==> config.mk <==
export PLATFORM = sky130hd
export DESIGN_NAME = wb_stream_fetch
export DESIGN_NICKNAME = d
export VERILOG_FILES = /design/src/rtl/wb_stream_fetch.sv
export SDC_FILE = /design/constraint.sdc
export NUM_CORES = 1
export LEC_CHECK = 0
export CAP_MARGIN = 20
export CORE_MARGIN = 2
export CORE_UTILIZATION = 30
export CTS_BUF_LIST = sky130_fd_sc_hd__clkbuf_4
export CTS_CLUSTER_SIZE = 24
export DETAILED_ROUTE_END_ITERATION = 8
export SYNTH_ARGS = -nofsm -noshare
export SYNTH_HDL_FRONTEND = slang
export SYNTH_SLANG_ARGS = --single-unit
==> constraint.sdc <==
create_clock -name clk -period 13.7 [get_ports clk]
set_input_delay 1.37 -clock clk [delete_from_list [all_inputs] [get_ports clk]]
set_output_delay 1.37 -clock clk [all_outputs]
set_load 0.05 [all_outputs]
==> src/rtl/wb_stream_fetch.sv <==
// Memory-to-stream fetch engine: Wishbone burst-read master walking a circular
// buffer, feeding a first-word-fall-through FIFO that drives a valid/ready stream.
module wb_stream_fetch #(
  parameter int WB_DW         = 32,
  parameter int WB_AW         = 32,
  parameter int FIFO_AW       = 4,
  parameter int MAX_BURST_LEN = 2**FIFO_AW
) (
  input  logic               clk,
  input  logic               rst_n,
  output logic [WB_AW-1:0]   wbm_adr_o,
  output logic [WB_DW-1:0]   wbm_dat_o,
  output logic [WB_DW/8-1:0] wbm_sel_o,
  output logic               wbm_we_o,
  output logic               wbm_cyc_o,
  output logic               wbm_stb_o,
  output logic [2:0]         wbm_cti_o,
  output logic [1:0]         wbm_bte_o,
  input  logic [WB_DW-1:0]   wbm_dat_i,
  input  logic               wbm_ack_i,
  input  logic               wbm_err_i,
  input  logic               wbm_rty_i,
  output logic [WB_DW-1:0]   stream_m_data_o,
  output logic               stream_m_valid_o,
  input  logic               stream_m_ready_i,
  input  logic               enable,
  input  logic [WB_AW-1:0]   start_adr,
  input  logic [WB_AW-1:0]   buf_size,
  input  logic [WB_AW-1:0]   burst_size,
  output logic               busy_o,
  output logic               wrap_o,
  output logic               err_o
);

  localparam int DEPTH = 2**FIFO_AW;
  localparam int BYTES = WB_DW/8;
  localparam logic [2:0] CTI_CLASSIC = 3'b000;
  localparam logic [2:0] CTI_INC     = 3'b010;
  localparam logic [2:0] CTI_END     = 3'b111;

  typedef enum logic [1:0] {S_IDLE, S_WAIT, S_BURST, S_ERROR} state_t;

  state_t             state_q;
  logic [WB_AW-1:0]   base_q, buf_q, bsz_q, idx_q, beat_q, len_q, adr_q;
  logic               cyc_q, wrap_q;
  logic [2:0]         cti_q;
  logic [FIFO_AW-1:0] wr_ptr_q, rd_ptr_q;
  logic [FIFO_AW:0]   cnt_q;
  logic [WB_DW-1:0]   mem_q [DEPTH];

  logic [WB_AW-1:0]   rem_d, len_d, free_d, idx_sum_d;
  logic               ack_d, push_d, pop_d, last_d;

  function automatic logic [WB_AW-1:0] clip_len(input logic [WB_AW-1:0] n);
    if (n == '0) return WB_AW'(1);
    if (n > WB_AW'(MAX_BURST_LEN)) return WB_AW'(MAX_BURST_LEN);
    return n;
  endfunction

  // Free space uses the registered count only, so a pop in the deciding cycle is not credited.
  assign rem_d     = buf_q - idx_q;
  assign len_d     = (bsz_q < rem_d) ? bsz_q : rem_d;
  assign free_d    = WB_AW'(DEPTH) - WB_AW'(cnt_q);
  assign idx_sum_d = idx_q + len_q;
  assign ack_d     = wbm_ack_i & ~wbm_rty_i;
  assign push_d    = cyc_q & ack_d & ~wbm_err_i;
  assign pop_d     = (cnt_q != '0) & stream_m_ready_i;
  assign last_d    = (beat_q == len_q - WB_AW'(1));

  always_ff @(posedge clk) begin
    if (!rst_n) begin
      state_q <= S_IDLE;
      cyc_q   <= 1'b0;
      cti_q   <= CTI_CLASSIC;
      adr_q   <= '0;
      base_q  <= '0;
      buf_q   <= '0;
      bsz_q   <= '0;
      idx_q   <= '0;
      beat_q  <= '0;
      len_q   <= '0;
      wrap_q  <= 1'b0;
    end else begin
      wrap_q <= 1'b0;
      unique case (state_q)
        S_IDLE: begin
          if (enable && buf_size != '0) begin
            base_q  <= start_adr;
            buf_q   <= buf_size;
            bsz_q   <= clip_len(burst_size);
            idx_q   <= '0;
            state_q <= S_WAIT;
          end
        end
        S_WAIT: begin
          if (!enable) begin
            state_q <= S_IDLE;
          end else if (free_d >= len_d) begin
            state_q <= S_BURST;
            cyc_q   <= 1'b1;
            len_q   <= len_d;
            beat_q  <= '0;
            adr_q   <= base_q + idx_q * WB_AW'(BYTES);
            cti_q   <= (len_d == WB_AW'(1)) ? CTI_END : CTI_INC;
          end
        end
        S_BURST: begin
          if (wbm_err_i) begin
            state_q <= S_ERROR;
            cyc_q   <= 1'b0;
            cti_q   <= CTI_CLASSIC;
          end else if (ack_d) begin
            if (last_d) begin
              cyc_q   <= 1'b0;
              cti_q   <= CTI_CLASSIC;
              state_q <= enable ? S_WAIT : S_IDLE;
              if (idx_sum_d == buf_q) begin
                idx_q  <= '0;
                wrap_q <= 1'b1;
              end else begin
                idx_q  <= idx_sum_d;
              end
            end else begin
              beat_q <= beat_q + WB_AW'(1);
              adr_q  <= adr_q + WB_AW'(BYTES);
              cti_q  <= (beat_q + WB_AW'(2) == len_q) ? CTI_END : CTI_INC;
            end
          end
        end
        S_ERROR: begin
          if (!enable) state_q <= S_IDLE;
        end
        default: state_q <= S_IDLE;
      endcase
    end
  end

  always_ff @(posedge clk) begin
    if (!rst_n) begin
      wr_ptr_q <= '0;
      rd_ptr_q <= '0;
      cnt_q    <= '0;
    end else begin
      if (push_d) wr_ptr_q <= wr_ptr_q + FIFO_AW'(1);
      if (pop_d)  rd_ptr_q <= rd_ptr_q + FIFO_AW'(1);
      case ({push_d, pop_d})
        2'b10:   cnt_q <= cnt_q + (FIFO_AW+1)'(1);
        2'b01:   cnt_q <= cnt_q - (FIFO_AW+1)'(1);
        default: cnt_q <= cnt_q;
      endcase
    end
  end

  always_ff @(posedge clk) begin
    if (push_d) mem_q[wr_ptr_q] <= wbm_dat_i;
  end

  assign wbm_adr_o        = adr_q;
  assign wbm_dat_o        = '0;
  assign wbm_sel_o        = '1;
  assign wbm_we_o         = 1'b0;
  assign wbm_cyc_o        = cyc_q;
  assign wbm_stb_o        = cyc_q;
  assign wbm_cti_o        = cti_q;
  assign wbm_bte_o        = 2'b00;
  assign stream_m_data_o  = mem_q[rd_ptr_q];
  assign stream_m_valid_o = (cnt_q != '0);
  assign busy_o           = (state_q != S_IDLE);
  assign wrap_o           = wrap_q;
  assign err_o            = (state_q == S_ERROR);

endmodule

==> results of run 1 <==
power breakdown:
group	switching, mW	total, mW	internal, mW
registers	0.0667	2.55	2.48
logic	0.539	0.866	0.326
clock network	0.979	1.96	0.984
total	1.58	5.37	3.79
worst reg2reg max path: cells and delay by family (launching register included):
family / cells / cell delay, ns
AOI/OAI and AO/OA: 15 / 3.51
and+or+nand+nor: 10 / 2.58
buffers and inverters: 4 / 1.32
adders and majority gates: 4 / 1.20
DFF: 1 / 0.39
final cells by class:
type / instances / share of cell area
timing repair buffer: 248 / 0.0524
clock inverter: 54 / 0.00786
clock buffer: 284 / 0.0469
sequential: 759 / 0.447
tap: 1742 / 0.0479
multi-input combinational: 2317 / 0.388
inverter: 112 / 0.00929
antenna: 10 / 0.000550
cell usage in the layout, fill, tap and decap left out, types with 49 or more instances in the layout:
cell type / instances
o21ai_0: 111
mux4_2: 160
dfxtp_1: 243
a21oi_1: 243
edfxtp_1: 512
inv_1: 111
nand4_1: 49
xor2_1: 80
nand3_1: 82
and3_1: 57
xnor2_1: 112
nor2_1: 212
nand2_1: 290
clkbuf_4: 284
a211oi_1: 62
clkdlybuf4s50_1: 207
ha_1: 169
nor3_1: 73
final timing paths:
check	start	end	slack (ns)	depth (start not counted)
min reg2reg	base_q[1]	base_q[1]	0.46	2
max	idx_q[0]	wbm_cti_o[0]	4.62	33
min	base_q[1]	base_q[1]	0.46	2
max reg2reg	idx_q[0]	wbm_cti_o[0]	4.62	33
through the flow:
| step | setup slack (ns) | utilization | std cells | instance area [um2] |
|---|---|---|---|---|
| floorplan | 5.73 | - | 3408 | 39300 |
| global placement | 4.63 | 0.332 | 5177 | 43000 |
| detailed placement | 4.29 | 0.332 | 5177 | 43000 |
| CTS | 4.23 | 0.351 | 5515 | 45500 |
| global route | 3.77 | 0.351 | 5518 | 45500 |
| finish | 4.62 | 0.351 | 5526 | 45500 |
state kept, by name, indices dropped and copies added, names as in the netlist, 5 cells and up, named ones only:
signal,count
base_q,32
beat_q,32
bsz_q,32
buf_q,32
cnt_q,5
idx_q,32
len_q,32
mem_q,512
wbm_adr_o,32
per-layer routing:
metal,track usage,part of all wire,vias up
li1,-,-,13439
met1,0.209,0.43,13986
met2,0.269,0.47,975
met4,0.0611,0.029,10
met5,0,0.00057,-
met3,0.0385,0.070,182
logic make-up (layout without fill, tap and decap cells):
kind of cell,count (synthesis),count (layout)
other,2,49
flip-flops,759,759
adder cells (fa/ha/maj),173,173
buffers and inverters,332,698
XOR/XNOR,192,192
multiplexers,186,186
AO/OA/AOI/OAI,710,710
AND/OR/NAND/NOR,1017,1017
==> summary.txt, run 1 <==
PD cells - 118 mW/mm2
WS Path Type - flip-flop to flip-flop
share of cells above drive strength 1 - 0.151
EDFF count, synth - 512
largest family of logic cells by synthesized area - simple AND/OR/NAND/NOR gates
Power, Total - 5.37 mW
Final setup viols - 0
Seq cells post-synth - 759
pin count of the biggest net entering global routing - 91
drt via density - 5.17
Final Cycle Share - 0.663
CP peak stage delay - 0.65 ns
Overflow after GRT - 0
Peak VDD IR - 0.0829 mV
status - completed
post-synthesis compound-gate area fraction - 0.117
list of most frequent post-synthesis cells - edfxtp_1, nand2_1, dfxtp_1, a21oi_1, nor2_1
Total Neg Setup Slack - 0 ns
RSZ-0062 raised after global routing - false
Yosys top cell area share - 0.393
routed wire length - 111000 um
Worst Max-Slew Pin Slew - 1.05 ns
mean post-synth cell area - 11.6 um2
Die Area - 0.133 mm2
first-pass GRT wire length - 167000 um
ys async rst share - 0
WP data required - 14.79 ns
vias in the first global route - 27990
gpl congestion - 0.934
HP Class - flip-flop to flip-flop
CP max FO - 75
port bufs - 207
clock skew - 0.113 ns
ys flop type - edfxtp_1
chip height - 365 um
Rows - 132
largest area contributor in the netlist - edfxtp_1
DR vias - 28592
Clock Root Buffer - clkbuf_4
sequential area share after synthesis - 0.519
CP Capture Type - flip-flop
Post-Synthesis Cells - 3371
Slew Viols, Final - 0
area occupied by multi-input gates - 0.0177 mm2
post-cts sizing count - 0
antenna-violating nets left - 0
Leak Pwr - 15.9 nW
clk buf depth - 3
drt drc - 0
startpoint types - flip-flop
Worst Path Buf+Inv - 4
minimum clock period - 9.08 ns
synth unique cells - 88
Core ar. - 0.129 mm2
fmax - 110 MHz
I/O pin count - 247
post-CTS setup buffers - 0
top cells by area, synth - edfxtp_1, dfxtp_1, mux4_2
initial antenna violation count - 8
post-DP HPWL - 72900 um
CTS Hold Bufs - 0
Filler cells - 12793
Final Hold Vio Count - 0
Num CTS Buffers - 199
fin nets - 3945
CTS tree - built
hold slack - 0.458 ns
Top delay family on crit path - compound AO/OA/AOI/OAI gates
CTS clock-pin slew for the worst setup and hold paths - 0.07 ns
Adder-Cell Fraction of Synth Area - 0.0561
GRT Resource Usage Total - 0.164
Post-Synth XOR/XNOR Area - 0.0430
starting density of the core - 0.302
CTS sink cnt - 759
Area Growth Syn to Fin - 16.2%
Die X-Extent - 365 um
Critical Path AT - 10.16 ns
CTS H-Tree Depth - 4
first-pass detailed-route iteration total - 7
YS warnings - 0
maxcap violations - 0
Slew HR - 0.302
mapped cell area - 0.0391 mm2
routed len/inst - 20.0 um
clk_lat worst skew - 1.18 ns
Slowest-stage cell, CP - buf_4
DR iter-0 viols - 2199
Storage cell area - 0.0203 mm2
most frequent cell after synthesis - edfxtp_1
post-synthesis simple-gate area fraction - 0.129
post-synthesis mux area share - 0.0988
(Power assumes the default switching activity.)
==> inputs of run 2 (changes only) <==
clock period = 8.9 ns   (was 13.7 ns; I/O delays follow)
==> run 2 against run 1 <==
  * Cell count decreased by 0.11%
  * Core utilization is 0.065 points higher
  * Global-route usage barely moved
  * First-iteration DRC count is 6.5% higher
  * Total power up 54%
  * Highest routed layer unchanged
==> summary.txt, run 2 (same netlist as run 1, synthesis figures left out) <==
drt via density - 5.20
Final Cycle Share - 0.943
WS Path Type - flip-flop to flip-flop
routed len/inst - 20.1 um
clock skew - 0.110 ns
max reg flops - 512
Final Non-Filler Cells - 5520
Die Area - 0.133 mm2
CP Capture Type - flip-flop
final worst slack - 0.511 ns
r2r endpoint - beat_q[28]
Register-to-Register Setup Slack - 0.51 ns
Peak VDD IR - 0.132 mV
DR iter-0 viols - 2342
WP data required - 9.90 ns
Slew Viols, Final - 0
CP max FO - 25
Slew HR - 0.326
post-DP HPWL - 73100 um
starting density of the core - 0.302
routed wire length - 111000 um
antenna-violating nets left - 0
fmax - 119 MHz
Clock Root Buffer - clkbuf_4
post-route design area - 0.0456 mm2
Core ar. - 0.129 mm2
Placed Area - 0.0430 mm2
minimum clock period - 8.39 ns
CTS H-Tree Depth - 4
R2R cell count - 33
DR vias - 28703
pin count of the biggest net entering global routing - 91
Rows - 132
vias in the first global route - 27947
CTS tree - built
chip height - 365 um
commonest cells after routing, fill and taps aside - edfxtp_1, nand2_1, clkbuf_4
share of cells above drive strength 1 - 0.153
clk_lat worst skew - 1.18 ns
startpoint types - flip-flop
area occupied by multi-input gates - 0.0177 mm2
Worst Hold End - base_q[31]
Storage cell area - 0.0203 mm2
Final Hold Vio Count - 0
maxcap violations - 0
CTS clock-pin slew for the worst setup and hold paths - 0.06 ns
Worst Max-Slew Pin Slew - 1.01 ns
Total Neg Setup Slack - 0 ns
CTS sink cnt - 759
Reg with most FFs - mem_q
PD cells - 181 mW/mm2
GRT Resource Usage Total - 0.164
Hold Startpoint - start_adr[31]
Num CTS Buffers - 197
Die X-Extent - 365 um
Leak Pwr - 15.9 nW
CP peak stage delay - 0.51 ns
Slowest-stage cell, CP - a2111oi_1
Overflow after GRT - 0
first-pass detailed-route iteration total - 7
Final setup viols - 0
Placed Cells incl. Taps - 5182
drt drc - 0
clk buf depth - 3
port bufs - 207
CTS Hold Bufs - 0
WHS Path Cells - 3
most common cell after layout, fill and taps aside - edfxtp_1
DP Worst Slack - 0.424 ns
RSZ-0062 raised after global routing - false
first-pass GRT wire length - 168000 um
Filler cells - 12929
gpl congestion - 0.894
Critical Path AT - 9.39 ns
fin util - 0.352
Area Growth Syn to Fin - 16.5%
fin nets - 3949
FF-to-FF Start - buf_q[0]
HP Class - primary input to flip-flop
status - completed
I/O pin count - 247
initial antenna violation count - 10
[run 2: cell count changes in the layout (fill, tap and decap cells not counted), sizes merged]
| cell | change |
|---|---|
| clkinv | -9 |
| buf | +7 |
| diode | -4 |
| inv | +4 |
| clkbuf | -2 |
| clkinvlp | -1 |
| dlymetal6s2s | -1 |
[run 2: worst max-delay path by stage]
stage	from	end	slack [ns]	cells past startpoint
CTS	buf_q[0]	beat_q[28]	0.28	32
floorplan	idx_q[0]	wbm_adr_o[6]	0.93	36
global placement	idx_q[0]	beat_q[28]	0.64	31
finish	buf_q[0]	beat_q[28]	0.51	33
global route	buf_q[0]	beat_q[28]	0.002	33
detailed placement	idx_q[1]	beat_q[28]	0.42	30
[run 2: through the flow]
| step | power, mW | hold slack [ns] |
|---|---|---|
| after floorplan | 4.89 | 0.436 |
| after global routing | 8.68 | 0.246 |
| after CTS | 8.34 | 0.168 |
| final | 8.26 | 0.310 |
| after global placement | 5.30 | 0.448 |
| after detailed placement | 5.31 | 0.456 |
[run 2: cell type report]
cell class,instances,share of cell area
Clock buffer,282,0.0464
Timing Repair Buffer,254,0.0544
Sequential cell,759,0.446
Antenna cell,6,0.000329
Clock inverter,48,0.00771
Multi-Input combinational cell,2317,0.388
Inverter,112,0.00928
Tap cell,1742,0.0478
[run 2: power by group]
part	internal (mW)	switching, mW
clock network	1.51	1.50
logic	0.507	0.827
registers	3.82	0.103
[run 2: what timing repair did]
action                                 4_1_cts  5_1_grt
setup endpoints to repair                    0       73
endpoints found under the hold margin        0        0
buffers inserted                             0        0
gates resized for setup                      0        6
[run 2: layer usage]
metal  vias to the layer above  global-route usage  wire, um
met5                         -                   0        85
met4                        14              0.0573      2990
met3                       169              0.0385      7860
met2                       973               0.267     51900
met1                     14136               0.214     48000
li1                      13411                   -         -
[run 2: critical path: cells and delay by family (launching register included)]
kind / cells / cell delay (ns)
fa+ha+maj: 4 / 1.19
flops: 1 / 0.33
buf+inv: 4 / 0.57
compound gates: 14 / 3.75
simple gates: 11 / 2.40
